===== config.mk =====
export PLATFORM = sky130hd
export DESIGN_NAME = attack_scheduler
export DESIGN_NICKNAME = d
export VERILOG_FILES = /design/src/rtl/attack_scheduler.sv
export SDC_FILE = /design/constraint.sdc
export NUM_CORES = 1
export LEC_CHECK = 0
export ABC_CLOCK_PERIOD_IN_PS = 4300
export CORE_MARGIN = 4
export CORE_UTILIZATION = 46
export CTS_BUF_LIST = sky130_fd_sc_hd__clkbuf_8
export DETAILED_ROUTE_END_ITERATION = 10
export PLACE_DENSITY_LB_ADDON = 0.3
export SETUP_SLACK_MARGIN = 0.3
export SYNTH_ARGS = -nofsm -noshare
export SYNTH_HDL_FRONTEND = slang
export SYNTH_SLANG_ARGS = --single-unit

===== constraint.sdc =====
create_clock -name clk_65M -period 4.3 [get_ports clk_65M]
set_clock_uncertainty 0.1 [all_clocks]
set_input_delay 0.43 -clock clk_65M [delete_from_list [all_inputs] [get_ports clk_65M]]
set_output_delay 0.43 -clock clk_65M [all_outputs]
set_load 0.02 [all_outputs]

===== src/rtl/attack_scheduler.sv =====
// Attacker launch sequencer, dodge scorer and collision-to-game-over collapse for the dodge game.
// All outputs are registered and respond one clk_65M cycle after their input condition; there is no backpressure, and atk_landed is counted once per cycle.
// Define ATTK_SCHED_LEVEL_EN for level progression and the velocity ramp; without it, level is 0 and atk_yvel is ATTK_YVEL_DEF.
module attack_scheduler #(
  parameter int NUM_ATTK      = 5,
  parameter int SPAWN_GAP     = 60,
  parameter int ATTK_YVEL_DEF = 5,
  parameter int LEVEL_STEP    = 8,
  parameter int MAX_LEVEL     = 7
) (
  input  logic                clk_65M,
  input  logic                clear,
  input  logic                game_on,
  input  logic                game_stop,
  input  logic [16:0]         H_count,
  input  logic [16:0]         V_count,
  input  logic [NUM_ATTK-1:0] atk_landed,
  input  logic [NUM_ATTK-1:0] atk_hit,
  output logic [NUM_ATTK-1:0] atk_en,
  output logic [4:0]          atk_yvel,
  output logic [2:0]          level,
  output logic [15:0]         score,
  output logic                game_over
);

  localparam logic [1:0] IDLE = 2'd0;
  localparam logic [1:0] WAVE = 2'd1;
  localparam logic [1:0] RUN  = 2'd2;
  localparam logic [1:0] OVER = 2'd3;

  localparam logic [7:0]          GAP_LAST = 8'(SPAWN_GAP - 1);
  localparam logic [2:0]          LAST_IDX = 3'(NUM_ATTK - 1);
  localparam logic [NUM_ATTK-1:0] EN_ONE   = {{(NUM_ATTK-1){1'b0}}, 1'b1};

  if (NUM_ATTK < 2 || NUM_ATTK > 8 || SPAWN_GAP < 1 || SPAWN_GAP > 255 ||
      LEVEL_STEP < 1 || LEVEL_STEP > 255 || MAX_LEVEL < 0 || MAX_LEVEL > 7 ||
      ATTK_YVEL_DEF < 0 || ATTK_YVEL_DEF + MAX_LEVEL > 31) begin : g_cfg_err
    $error("attack_scheduler: parameter out of range");
  end

  logic [1:0]          state;
  logic [7:0]          gap_cnt;
  logic [2:0]          idx;
  logic                ftick;
  logic                active;
  logic                hit_any;
  logic [NUM_ATTK-1:0] land_m;
  logic [3:0]          n_land;
  logic [16:0]         score_sum;
  logic [15:0]         score_nxt;

  assign ftick   = (H_count == 17'd0) && (V_count == 17'd0);
  assign active  = (state == WAVE) || (state == RUN);
  assign hit_any = |(atk_hit & atk_en);
  assign land_m  = atk_landed & atk_en;

  always_comb begin
    n_land = 4'd0;
    for (int i = 0; i < NUM_ATTK; i++) begin
      n_land = n_land + {3'd0, land_m[i]};
    end
  end

  assign score_sum = {1'b0, score} + {13'd0, n_land};
  assign score_nxt = score_sum[16] ? 16'hFFFF : score_sum[15:0];

  // A hit in the same cycle as a landing wins: the landing is not scored.
  always_ff @(posedge clk_65M) begin
    if (clear || game_stop) begin
      state     <= IDLE;
      atk_en    <= '0;
      score     <= 16'd0;
      game_over <= 1'b0;
      gap_cnt   <= 8'd0;
      idx       <= 3'd0;
    end else begin
      case (state)
        IDLE: begin
          if (game_on) begin
            state  <= WAVE;
            atk_en <= EN_ONE;
          end
        end
        WAVE, RUN: begin
          if (hit_any) begin
            state     <= OVER;
            atk_en    <= '0;
            game_over <= 1'b1;
          end else begin
            score <= score_nxt;
            if (state == WAVE && ftick) begin
              if (gap_cnt == GAP_LAST) begin
                atk_en  <= atk_en | (EN_ONE << (idx + 3'd1));
                idx     <= idx + 3'd1;
                gap_cnt <= 8'd0;
                if ((idx + 3'd1) == LAST_IDX) state <= RUN;
              end else begin
                gap_cnt <= gap_cnt + 8'd1;
              end
            end
          end
        end
        default: begin
        end
      endcase
    end
  end

`ifdef ATTK_SCHED_LEVEL_EN
  localparam logic [2:0]  LVL_MAX = 3'(MAX_LEVEL);
  localparam logic [15:0] STEP    = 16'(LEVEL_STEP);

  logic [15:0] dodge_cnt;
  logic [15:0] dodge_sum;
  logic        lvl_up;
  logic [2:0]  level_nxt;

  assign dodge_sum = dodge_cnt + {12'd0, n_land};
  assign lvl_up    = dodge_sum >= STEP;

  always_comb begin
    level_nxt = level;
    if (lvl_up && level != LVL_MAX) level_nxt = level + 3'd1;
  end

  // Velocity is registered from the next level so both change on the same cycle.
  always_ff @(posedge clk_65M) begin
    if (clear || game_stop) begin
      dodge_cnt <= 16'd0;
      level     <= 3'd0;
      atk_yvel  <= 5'(ATTK_YVEL_DEF);
    end else if (active && !hit_any) begin
      dodge_cnt <= lvl_up ? (dodge_sum - STEP) : dodge_sum;
      level     <= level_nxt;
      atk_yvel  <= 5'(ATTK_YVEL_DEF) + {2'd0, level_nxt};
    end
  end
`else
  assign level    = 3'd0;
  assign atk_yvel = 5'(ATTK_YVEL_DEF);
`endif

endmodule


==> impl_metrics.toml <==
[sta]
fin_crit_ns = 3.62
max_freq_ghz = 0.276
setup_violations = 0
setup_tns_ns = 0
slew_headroom_pct = 47.7
hold_viol_final = 0
rsz0062_at_grt = "no"
tightest_slew_ns = 0.778
maxSlewViolCount = 0
fin_crit_sh_pct = 84.1

[route]
first_iter_violations = 146
route.vias.total = 2085
drtAntennaViolNets = 0
first_pass_iters = 4
wl_per_cell_um = 14.2
routed_wl_mm = 5.30
route.detailed.drc = 0
viasPerCell = 5.59

[worst_hold_path]
min_path_type = "flop to flop"

[power]
irDropWorstVdd_mv = 0.160
power_density_mw_per_mm2 = 232
p_leak_nw = 1.03
finalPower_mw = 0.669

[cts]
clk_path_buf_depth = 2
clkTransAtPathRegs_ns = 0.07
clkLatencyLatePin_ns = 0.28
hold_buffers = 0
post_cts_buffers = 0
cts_sinks = 35
cts_buffers = 5
cts_max_level = 2
cts_tree = "done"
cts_root_buf = "clkbuf_8"
post_cts_resized = 0

[yosys]
synth_cell_types = 48
synth_edf_count = 0
syn_area_per_cell_um2 = 8.24
synthFlopType = "dfxtp_1"
yosysSeqAreaShare_pct = 33.6
ys_ff_latch = 35
yosys_warnings = 0
syn_inst = 253
syn-cell-area_mm2 = 0.00209
synthArstFlopShare_pct = 0

[floorplanning]
ios = 78
start_util_pct = 47.6
coreArea_mm2 = 0.00438
dieArea_mm2 = 0.00568
rows = 24
die_h_um = 75.3
dieWidth_um = 75.3

[critical_path]
max_stage_delay_ns = 0.77
arrival_ns = 3.72
path_max_fanout = 13
critPathLaunchType = "primary input"
cpMostUsedCell = "fa_1"
critPathRequiredTime_ns = 4.41
cp-end-kind = "flop"
worstSetupPathType = "primary input to flop"
worst_path_max_delay_cell = "or4_1"
worstPathCellList = "clkdlybuf4s50_1 -> and2_1 -> fa_1 -> fa_1 -> ha_1 -> fa_1 -> a21o_1 -> nand4_1 -> or4_1 -> a21oi_1"

[finish]
drive_gt1_share_pct = 3.74
diodes = 0
nets = 383
area_growth_pct = 38.3

[flow_run]
cap_violations = 0

[grt]
gr-usage-met3_pct = 3.43
antenna_found_initial = 0
grtUsageMet2_pct = 34.0
grt_pass1_wl_mm = 8.59
grt-busiest-layer = "met2"
track_usage_pct = 19.2
grt_pass1_vias = 2006
grt_use_met1_pct = 23.5
grt_max_degree = 29
grt_overflow_total = 0

[placed_design]
gp_congestion = 0.819
place_hpwl_mm = 4.10
place.port_buffers = 69

[status]
outcome = "completed"
## stage by stage
step                cells  instance area (um2)  hold WS [ns]  util, %  worst slack (ns)
floorplan             259                 2110         0.352        -             0.898
global placement      365                 2780         0.368     63.5             0.513
detailed placement    365                 2780         0.370     63.5             0.391
CTS                   373                 2880         0.384     65.8             0.690
global route          373                 2880         0.410     65.8             0.529
finish                373                 2880         0.385     65.8             0.683
## critical path: cells and delay by family
kind / cells / cell delay [ns]
fa+ha+maj: 4 / 1.44
buf+inv: 1 / 0.40
simple gates: 3 / 1.07
compound gates: 2 / 0.37
## worst paths after layout
check	start	endpoint	slack, ns	cells after the start
max	atk_landed[0]	score[7]$_SDFFE_PP0P_	0.68	10
min	gap_cnt[7]$_SDFFE_PP0P_	gap_cnt[7]$_SDFFE_PP0P_	0.38	2
max reg2reg	atk_en[0]$_SDFFE_PP0P_	score[7]$_SDFFE_PP0P_	0.88	9
min reg2reg	gap_cnt[7]$_SDFFE_PP0P_	gap_cnt[7]$_SDFFE_PP0P_	0.38	2
## cell usage after synthesis (2+ instances only)
| cell type | instances | area share, % |
|---|---|---|
| and4_1 | 2 | 0.84 |
| a21o_1 | 2 | 0.72 |
| o21ai_0 | 10 | 2.4 |
| a211oi_1 | 2 | 0.72 |
| nor4b_1 | 2 | 0.84 |
| nor2_1 | 16 | 2.9 |
| nor4_1 | 9 | 2.7 |
| a21oi_1 | 21 | 5.0 |
| and3_1 | 5 | 1.5 |
| clkbuf_1 | 7 | 1.3 |
| nand4_1 | 5 | 1.5 |
| mux2i_1 | 4 | 1.9 |
| buf_4 | 8 | 2.9 |
| a31oi_1 | 4 | 1.2 |
| o31ai_1 | 4 | 1.4 |
| xnor2_1 | 12 | 5.0 |
| fa_1 | 3 | 2.9 |
| nand3_1 | 10 | 2.4 |
| and2_1 | 7 | 2.1 |
| nor3_1 | 6 | 1.4 |
| inv_1 | 7 | 1.3 |
| nand2_1 | 30 | 5.4 |
| or3_1 | 2 | 0.60 |
| conb_1 | 2 | 0.36 |
| dfxtp_1 | 35 | 34 |
| ha_1 | 12 | 7.2 |
| or4_1 | 5 | 1.8 |
## cells by family after synthesis
logic type / share of synthesized area (%)
buf+inv: 5.82
mux: 1.92
other cells: 0.360
flops: 33.6
xor+xnor: 5.04
simple gates: 26.7
compound gates: 16.5
fa+ha+maj: 10.1
## power breakdown
group / switching [mW] / internal [mW]
registers: 0.00148 / 0.326
clock network: 0.112 / 0.144
logic: 0.0356 / 0.0501
total: 0.149 / 0.520
## flip-flops by register name, indices dropped and copies added, names as in the netlist
register	count
gap_cnt	8
state	2
score	16
atk_en	5
idx	3
game_over	1
## cell usage in the layout (no fill, tap or decap), drive strengths merged, types with 5 or more instances in the layout
cell	n
xnor2	12
ha	12
nand3	10
dfxtp	35
nor3	6
nand2	30
clkbuf	7
conb	8
clkdlybuf4s50	69
nor2	16
o21ai	10
or4	5
inv	8
nand4	5
a21oi	21
and3	5
and2	7
nor4	10
## area by class of cell
| class | count | area (um2) |
|---|---|---|
| clock inverters | 1 | 3.75 |
| flip-flops and latches | 35 | 701 |
| inverters | 7 | 26.3 |
| repair buffers | 71 | 706 |
| multi-input cells | 200 | 1290 |
| clock buffers | 7 | 96.3 |
| fillers | 373 | 1500 |
| well taps | 52 | 65.1 |
## per-layer routing
| layer | wire length, um | share of wire (%) | up-vias |
|---|---|---|---|
| li1 | - | - | 1044 |
| met5 | 0 | 0 | - |
| met3 | 302 | 5.7 | 7 |
| met1 | 2260 | 43 | 985 |
| met2 | 2670 | 50 | 49 |
| met4 | 67 | 1.3 | 0 |
No activity file was read; power rests on OpenSTA's default activity.
